File: src/rtl/spu_sm_sum_ctrl.sv
// spu_sm_sum_ctrl: sequences buffer reads into the accumulating adder tree
// and returns the captured job sum through a valid/ready result port.
module spu_sm_sum_ctrl (
    input  logic        core_clk,
    input  logic        rst_n,
    input  logic        start,
    input  logic [9:0]  len_beats,
    input  logic [11:0] base_addr,
    output logic        rd_en,
    output logic [11:0] rd_addr,
    output logic        tree_en,
    input  logic [19:0] tree_sum,
    output logic        busy,
    output logic        sum_valid,
    input  logic        sum_ready,
    output logic [19:0] sum_out,
    output logic        err
);
    typedef enum logic [2:0] {IDLE, READ, DRAIN, CAPTURE, RESULT} state_t;

    state_t      state_q;
    logic [9:0]  cnt_q;
    logic        rd_en_q;
    logic        tree_en_q;
    logic [11:0] rd_addr_q;
    logic [19:0] sum_q;
    logic        err_q;

    always_ff @(posedge core_clk or negedge rst_n) begin
        if (!rst_n) begin
            state_q   <= IDLE;
            cnt_q     <= '0;
            rd_en_q   <= 1'b0;
            tree_en_q <= 1'b0;
            rd_addr_q <= '0;
            sum_q     <= '0;
            err_q     <= 1'b0;
        end else begin
            // tree sees read data one cycle after the strobe
            tree_en_q <= rd_en_q;
            case (state_q)
                IDLE: if (start) begin
                    if (len_beats == 10'd0 || len_beats > 10'd513) begin
                        state_q <= RESULT;
                        sum_q   <= '0;
                        err_q   <= (len_beats != 10'd0);
                    end else begin
                        state_q   <= READ;
                        rd_en_q   <= 1'b1;
                        rd_addr_q <= base_addr;
                        cnt_q     <= len_beats - 10'd1;
                    end
                end
                READ: if (cnt_q == 10'd0) begin
                    rd_en_q <= 1'b0;
                    state_q <= DRAIN;
                end else begin
                    rd_addr_q <= rd_addr_q + 12'd1;
                    cnt_q     <= cnt_q - 10'd1;
                end
                DRAIN: state_q <= CAPTURE;
                CAPTURE: begin
                    sum_q   <= tree_sum;
                    err_q   <= 1'b0;
                    state_q <= RESULT;
                end
                RESULT: if (sum_ready) state_q <= IDLE;
                default: state_q <= IDLE;
            endcase
        end
    end

    assign rd_en     = rd_en_q;
    assign rd_addr   = rd_addr_q;
    assign tree_en   = tree_en_q;
    assign busy      = (state_q != IDLE);
    assign sum_valid = (state_q == RESULT);
    assign sum_out   = sum_q;
    assign err       = err_q;
endmodule

File: config.mk
export PLATFORM = sky130hd
export DESIGN_NAME = spu_sm_sum_ctrl
export DESIGN_NICKNAME = d
export VERILOG_FILES = /design/src/rtl/spu_sm_sum_ctrl.sv
export SDC_FILE = /design/constraint.sdc
export NUM_CORES = 1
export LEC_CHECK = 0
export CAP_MARGIN = 10
export CELL_PAD_IN_SITES_DETAIL_PLACEMENT = 0
export CELL_PAD_IN_SITES_GLOBAL_PLACEMENT = 1
export CORE_MARGIN = 2
export CORE_UTILIZATION = 34
export CTS_BUF_LIST = sky130_fd_sc_hd__clkbuf_16
export DETAILED_ROUTE_END_ITERATION = 10
export GPL_TIMING_DRIVEN = 0
export PLACE_DENSITY = 0.75
export SLEW_MARGIN = 20
export SYNTH_ARGS = -nofsm -noshare
export SYNTH_HDL_FRONTEND = slang
export SYNTH_SLANG_ARGS = --single-unit
File: constraint.sdc
create_clock -name core_clk -period 4.3 [get_ports core_clk]
set_input_delay 1.075 -clock core_clk [delete_from_list [all_inputs] [get_ports core_clk]]
set_output_delay 1.075 -clock core_clk [all_outputs]
set_load 0.1 [all_outputs]
==> flow_summary.toml <==
[floorplanning]
die_w_um = 91.1
core_sq_mm = 0.00729
ioPinCount = 83
rows = 31
die_h_um = 91.1
floorplan.initialDensity_pct = 35.4
die_area_sq_mm = 0.00830

[drt]
dr.pass1.iters = 4
wire_per_inst_um = 16.3
vias_per_cell = 5.42
drcViolationCount = 0
drtIter0Drc = 129
dr_total_vias = 2486
antenna_left = 0
finalWirelength_mm = 7.48

[timing]
relSlewSlack_pct = 33.0
tightestPinTransition_ps = 1000
rsz0062_at_grt = "false"
fin_crit_sh_pct = 89.9
slew_viol_final = 0
clock_skew_ps = 4.04
timing.setup.tns_ps = 0
clock.fmax_ghz = 0.259
hold_viol = 0
setup_violations = 0
fin_crit_ps = 3870

[setup_path]
crit_type = "reg2reg"
worstPathRequired_ps = 4520
crit_path_end_kind = "flip-flop"
slowest_delay_ps = 600
path_max_fanout = 10
crit_path_frequent_cell = "clkbuf_1"
startpoint_type = "flip-flop"
cp_slowest_cell = "nor3b_2"
crit_chain = "clkbuf_1 -> nor3b_2 -> clkbuf_1 -> mux2i_1 -> ha_1 -> clkbuf_1 -> or3b_2 -> o21ba_2 -> or4_1 -> o21ai_2"
crit_arrival_ps = 4080

[clock_network]
cts.sinks = 48
cts_buffer_depth = 2
htreeDepth = 2
cts_buffers = 5
clkLatencyLatePin_ps = 290
ctsHoldBuffers = 0
root_buffer = "clkbuf_16"
cts_resized = 0
cts_tree = "built"
clk_transition_reported_paths_ps = 70
postCtsSetupBuffers = 0

[placed_design]
routabilityCongestion = 0.867
place_hpwl_mm = 5.39
placed_cell_area_sq_mm = 0.00353
io_buffers = 82

[cells_and_area]
n_antenna_cell = 0
final_area_sq_mm = 0.00371
area_delta_synth_final_pct = 43.6
nets = 407
drive_gt1_share_pct = 7.50

[global_route]
met2_usage_pct = 29.8
grt_pass1_wl_mm = 12.6
grt.met1_usage_pct = 25.3
grt_max_degree = 49
use_met3_pct = 4.23
antenna_found_initial = 0
grt_usage_pct = 18.5
busiest_layer = "met2"
grt_pass1_vias = 2527
overflow = 0

[min_path]
hold_class = "reg2reg"

[synthesis]
yosysMostFrequentCell = "dfrtp_1"
synth.top_cells.by_count = "48 x dfrtp_1, 23 x nor2_1, 20 x a22o_1, 20 x nand2_1, 19 x a21oi_1"
synth_flop_cell = "dfrtp_1"
syn_inst = 270
synth_area_leaders = "dfrtp_1 47%, a22o_1 6.8%, a21oi_1 3.7%"
synth_nets = 318
synth-edff-count = 0
synth_top_area_share_pct = 46.6
seq_area_frac_synth_pct = 46.6
ys_seq_elements = 48
synth_area_sq_mm = 0.00258
synthArstFlopShare_pct = 100
yosysWarnings = 0
synth_area_per_cell_sq_um = 9.56
synth_top_area_cell = "dfrtp_1"
ys_types = 54

[job]
maxCapViolCount = 0

[outcome]
status = "completed"

[power_and_ir_drop]
p_leak_nw = 1.48
seqPwrFrac_pct = 27.6
p_sw_mw = 1.25
p_int_mw = 1.25
powerDensity_mw_per_mm2 = 674
ir_drop_mv = 0.525
swShare_pct = 49.9
clock_power_share_pct = 18.1
p_comb_share_pct = 54.3
## layout by cell type, fill, tap and decap left out, types with 3 or more instances in the layout
cell / instances
or4_1: 5
mux2i_1: 4
nand2b_1: 3
dfrtp_1: 48
clkdlybuf4s50_1: 81
or3_1: 6
nand3_1: 6
clkbuf_1: 13
o21ai_0: 15
nor3_1: 10
o22ai_1: 4
a31oi_1: 4
a21oi_1: 19
nor4_1: 5
and3_1: 4
nand2_1: 20
nor2_1: 23
a22o_1: 20
nor3b_1: 3
xnor2_1: 5
inv_1: 7
clkbuf_16: 5
## per-layer routing
| layer | routed length [um] | part of all wire (%) | vias to the layer above |
|---|---|---|---|
| met5 | 0 | 0 | - |
| met3 | 522 | 7.0 | 7 |
| li1 | - | - | 1193 |
| met1 | 3530 | 47 | 1191 |
| met4 | 63 | 0.84 | 0 |
| met2 | 3360 | 45 | 95 |
## power groups by stage
stage / Sequential (mW) / Combinational (mW) / Clock, mW
after global routing: 0.711 / 1.46 / 0.478
after global placement: 0.693 / 1.34 / 0
final: 0.689 / 1.36 / 0.452
after floorplan: 1.09 / 0.583 / 0
after CTS: 0.688 / 1.36 / 0.463
after detailed placement: 0.693 / 1.36 / 0
## worst max-delay path, delay by kind of cell (launching register included)
kind / cells / cell delay (ps)
simple gates: 3 / 1560
buf+inv: 3 / 1060
flops: 1 / 360
compound gates: 2 / 330
mux: 1 / 310
fa+ha+maj: 1 / 170
## area by class of cell
cell class,instances,area (sq um)
clock inverter,3,47.5
inverter,7,26.3
multi-input combinational,197,1270
sequential,48,1200
buffer,18,88.8
tap,99,124
timing repair buffer,82,818
clock buffer,5,125
fill,718,3590
## path summary, 6_finish.rpt
check,cells past startpoint,endpoint,slack (ps),startpoint
max in group asynchronous,1,cnt_q[2],3080,rst_n
min,0,tree_en,440,rd_en
min reg2reg,0,tree_en,440,rd_en
min in group asynchronous,1,sum_out[0],800,rst_n
max,10,cnt_q[8],430,state_q[2]
max reg2reg,10,cnt_q[8],430,state_q[2]
## flip-flops by register name (all words and copies together) (netlist names)
signal,flops
cnt_q,10
err,1
rd_addr,12
rd_en,1
state_q,3
sum_out,20
tree_en,1
## through the flow
stage | power, mW | hold WS (ps) | cells | setup slack (ps) | utilization [%]
4_1_cts | 2.51 | 447 | 459 | 390 | 50.8
3_3_place_gp | 2.04 | 433 | 451 | 45.5 | 48.3
3_5_place_dp | 2.05 | 430 | 451 | 394 | 48.5
6_report | 2.50 | 441 | 459 | 434 | 50.8
2_1_floorplan | 1.68 | 487 | 270 | 880 | -
5_1_grt | 2.65 | 481 | 459 | 184 | 50.8
## cell families after synthesis
kind of cell	count (synthesis)	share of synthesized area, %
fa+ha+maj	2	0.970
simple gates	94	18.8
buf+inv	25	4.46
flops	48	46.6
xor+xnor	6	2.04
compound gates	90	25.2
mux	5	1.99
(Power assumes the default switching activity.)
